### config.mk
export PLATFORM = sky130hd
export DESIGN_NAME = seg7_dev
export DESIGN_NICKNAME = d
export VERILOG_FILES = /design/src/rtl/seg7_dev.sv
export SDC_FILE = /design/constraint.sdc
export NUM_CORES = 1
export LEC_CHECK = 0
export ABC_AREA = 1
export BUFFER_PORTS_ARGS = -buffer_cell sky130_fd_sc_hd__buf_2
export CAP_MARGIN = 20
export CELL_PAD_IN_SITES_DETAIL_PLACEMENT = 0
export CELL_PAD_IN_SITES_GLOBAL_PLACEMENT = 2
export CORE_MARGIN = 2
export CORE_UTILIZATION = 21
export DETAILED_ROUTE_END_ITERATION = 12
export MAX_ROUTING_LAYER = met4
export PLACE_DENSITY = 0.84
export SLEW_MARGIN = 40
export SYNTH_ARGS = -nofsm -noshare
export SYNTH_HDL_FRONTEND = slang
export SYNTH_SLANG_ARGS = --single-unit
### constraint.sdc
create_clock -name clk -period 2 [get_ports clk]
set_input_delay 0.2 -clock clk [delete_from_list [all_inputs] [get_ports clk]]
set_output_delay 0.2 -clock clk [all_outputs]
set_load 0.05 [all_outputs]
### src/rtl/seg7_dev.sv
// Scanned 7-segment driver for a 4-anode common-anode display.
// Text mode decodes hex nibbles with dp/blink; graphic mode passes raw segment bytes.
module seg7_dev (
    input  logic        clk,
    input  logic        rst,
    input  logic        flash,
    input  logic [2:0]  Scan,
    input  logic [31:0] Hexs,
    input  logic [7:0]  point,
    input  logic [7:0]  LES,
    input  logic        SW0,
    output logic [3:0]  AN,
    output logic [7:0]  SEGMENT
);

    logic [3:0] an_d, an_q;
    logic [7:0] seg_d, seg_q;
    logic [3:0] nibble;
    logic [7:0] raw_byte;
    logic       blank;

    // Active-low gfedcba pattern for one hex digit.
    function automatic logic [6:0] hex7(input logic [3:0] n);
        case (n)
            4'h0:    hex7 = 7'h40;
            4'h1:    hex7 = 7'h79;
            4'h2:    hex7 = 7'h24;
            4'h3:    hex7 = 7'h30;
            4'h4:    hex7 = 7'h19;
            4'h5:    hex7 = 7'h12;
            4'h6:    hex7 = 7'h02;
            4'h7:    hex7 = 7'h78;
            4'h8:    hex7 = 7'h00;
            4'h9:    hex7 = 7'h10;
            4'hA:    hex7 = 7'h08;
            4'hB:    hex7 = 7'h03;
            4'hC:    hex7 = 7'h46;
            4'hD:    hex7 = 7'h21;
            4'hE:    hex7 = 7'h06;
            default: hex7 = 7'h0E;
        endcase
    endfunction

    always_comb begin
        // NOTE: every output of this block gets a default first so no latch is inferred.
        an_d     = ~(4'b0001 << Scan[1:0]);
        nibble   = Hexs[{Scan, 2'b00} +: 4];
        raw_byte = Hexs[{Scan[1:0], 3'b000} +: 8];
        blank    = LES[Scan] & flash;
        seg_d    = 8'hFF;
        if (SW0) begin
            if (!blank)
                seg_d = {~point[Scan], hex7(nibble)};
        end else begin
            seg_d = raw_byte;
        end
    end

    always_ff @(posedge clk) begin
        // NOTE: sequential state uses non-blocking assignments; reset is synchronous and wins over all inputs.
        if (rst) begin
            an_q  <= 4'b1111;
            seg_q <= 8'hFF;
        end else begin
            an_q  <= an_d;
            seg_q <= seg_d;
        end
    end

    assign AN      = an_q;
    assign SEGMENT = seg_q;

endmodule

==> impl_metrics.json <==
{
  "netlist_instances": 252,
  "path_class": "input port to flop",
  "fillCellCount": 743,
  "power.switching_mw": 0.392,
  "wirelength_mm": 5.14,
  "cts_max_path_buffers": 2,
  "slowest_stage": "ha_1",
  "cts_resized": 0,
  "synth_seq_area_share_pct": 17.3,
  "cts.htree.levels": 1,
  "cpPeakStageDelay_ps": 330,
  "slew_headroom_pct": 80.2,
  "crit_buf_inv": 2,
  "grt_pass1_vias": 1854,
  "io_buffers": 66,
  "max_freq_ghz": 0.624,
  "area_delta_synth_final_pct": 33.5,
  "clk_pin_slew_worst_paths_ps": 50,
  "gp_congestion": 0.875,
  "power.leakage_nw": 1.03,
  "synth-edff-count": 0,
  "drtPass1Iterations": 4,
  "p_per_area_nw_per_um2": 505,
  "dieArea_um2": 7300,
  "wl_per_cell_um": 12.9,
  "vdd_ir_drop_max_mv": 0.372,
  "antennaDiodeCount": 0,
  "p_clk_share_pct": 22.2,
  "end_kind": "flop",
  "ys.flop_type": "dfxtp_1",
  "cp-start-kind": "input port",
  "min-delay-path-class": "input port to flop",
  "path_max_fanout": 17,
  "dp_hpwl_mm": 4.27,
  "initial_utilization_pct": 21.8,
  "rows": 29,
  "switching_share_pct": 41.7,
  "synthDistinctLibCells": 29,
  "seqPwrFrac_pct": 28.2,
  "hold_viol": 0,
  "fin_util_pct": 29.1,
  "ant_nets": 0,
  "cts.sinks": 12,
  "drive_gt1_share_pct": 28.7,
  "yosysTopAreaCell": "nand2_1",
  "post-route-min-period_ps": 1600,
  "async_flop_share_pct": 0,
  "hold_buffers": 0,
  "period_share_pct": 80.1,
  "synth_top_area_share_pct": 32.9,
  "synth_area_leaders": "nand2_1 33%, dfxtp_1 17%, nand3_1 10%",
  "vias": 1811,
  "ys_warn_count": 0,
  "ys_ff_latch": 12,
  "crit_arrival_ps": 1730,
  "internal_power_mw": 0.548,
  "cts_setup_buffers": 0,
  "cp_cell_sequence": "buf_2 > buf_4 > nand2_1 > nand2_1 > nand2_1 > nand3_1 > nand2_1 > ha_1 > nand3_1 > nand3_1 > nand3_1 > nand2_1 > nand2_1",
  "layout.nets": 383,
  "ys_top_cells_by_count": "122 x nand2_1, 28 x nand3_1, 16 x inv_1, 13 x nor2_1, 12 x dfxtp_1",
  "tightestPinTransition_ps": 296,
  "crit_top_cell": "nand2_1",
  "grt_remaining_overflow": 0,
  "drtIter0Drc": 90,
  "cap_violations": 0,
  "slew_violations": 0,
  "setup_tns_ps": 0,
  "cp_top_family": "simple AND/OR/NAND/NOR gates",
  "rsz0062_at_grt": "no",
  "die_w_um": 85.4,
  "antenna_found_initial": 0,
  "grt_max_degree": 18,
  "status": "finished, final reports clean",
  "setup_viol": 0,
  "core-area_um2": 6390,
  "grt_pass1_wl_mm": 8.61,
  "comb_power_share_pct": 49.6,
  "cts_tree": "yes",
  "syn_area_um2": 1390,
  "synth.most_common_cell": "nand2_1",
  "pin_count": 67,
  "postSynthAreaPerCell_um2": 5.53,
  "critical_path_required_ps": 2130,
  "drc": 0,
  "root_buffer": "clkbuf_8",
  "synth_nets": 313,
  "die_y_um": 85.4,
  "grt.total_usage_pct": 14.9,
  "viasPerCell": 4.56,
  "cts_made_buffers": 3
}
per-layer routing:
layer / global-route usage (%) / part of all wire, % / vias to the layer above
met4: 1.73 / 0.45 / 0
met3: 1.75 / 4.7 / 2
met1: 18.7 / 46 / 810
met5: - / 0 / -
met2: 26.2 / 49 / 49
li1: - / - / 950
final timing paths:
check     from  slack [ps]  depth (start not counted)    endpoint
max    Scan[0]         400                         13  SEGMENT[3]
min        rst         270                          3  SEGMENT[5]
stage by stage:
stage                     total power [mW]  hold slack [ps]  instance area, um^2  cells  setup slack, ps
after floorplan                      0.585              295                 1390    252              333
after global placement               0.743              501                 1820    394              149
after detailed placement             0.738              510                 1820    394              174
after CTS                            0.952              270                 1860    397              418
after global routing                  1.02              281                 1860    397              188
final                                0.939              270                 1860    397              398
cells in the final DEF (no fill, tap or decap), drive strengths merged:
cell and count:
nand2 127, clkbuf 3, o22ai 4, a21oi 12, ha 6, nand4 3, a221oi 2, o2111ai 3
o211ai 1, nand3 32, buf 73, clkinv 1, nor2 16, inv 19, dfxtp 12, a21o 1
o21ai 5
logic make-up after synthesis:
kind of cell | count (synthesis) | share of synthesized area (%)
and+or+nand+nor | 178 | 55.5
adders and majority gates | 6 | 5.39
buffers and inverters | 28 | 9.43
AOI/OAI and AO/OA | 28 | 12.4
DFF | 12 | 17.3
worst min-delay path, cell delays in order:
cell     delay [ps]
buf_2           160
a21oi_1          60
nand2_1          60
power by group through the flow:
stage | logic, mW | clock network, mW | registers [mW]
2_1_floorplan | 0.242 | 0 | 0.343
3_3_place_gp | 0.474 | 0 | 0.270
3_5_place_dp | 0.468 | 0 | 0.270
4_1_cts | 0.470 | 0.217 | 0.265
5_1_grt | 0.524 | 0.226 | 0.266
6_report | 0.466 | 0.208 | 0.265
area by class of cell:
class | instances | area (um^2) | share of cell area, %
Multi-Input combinational cell | 212 | 1020 | 54.9
Timing Repair Buffer | 73 | 383 | 20.6
Sequential cell | 12 | 240 | 12.9
Tap cell | 77 | 96.3 | 5.18
Inverter | 20 | 77.6 | 4.17
Clock buffer | 3 | 41.3 | 2.22
state kept, by name, summed over array words and instances (netlist names):
name	count
SEGMENT	8
AN	4
(Power assumes the default switching activity.)
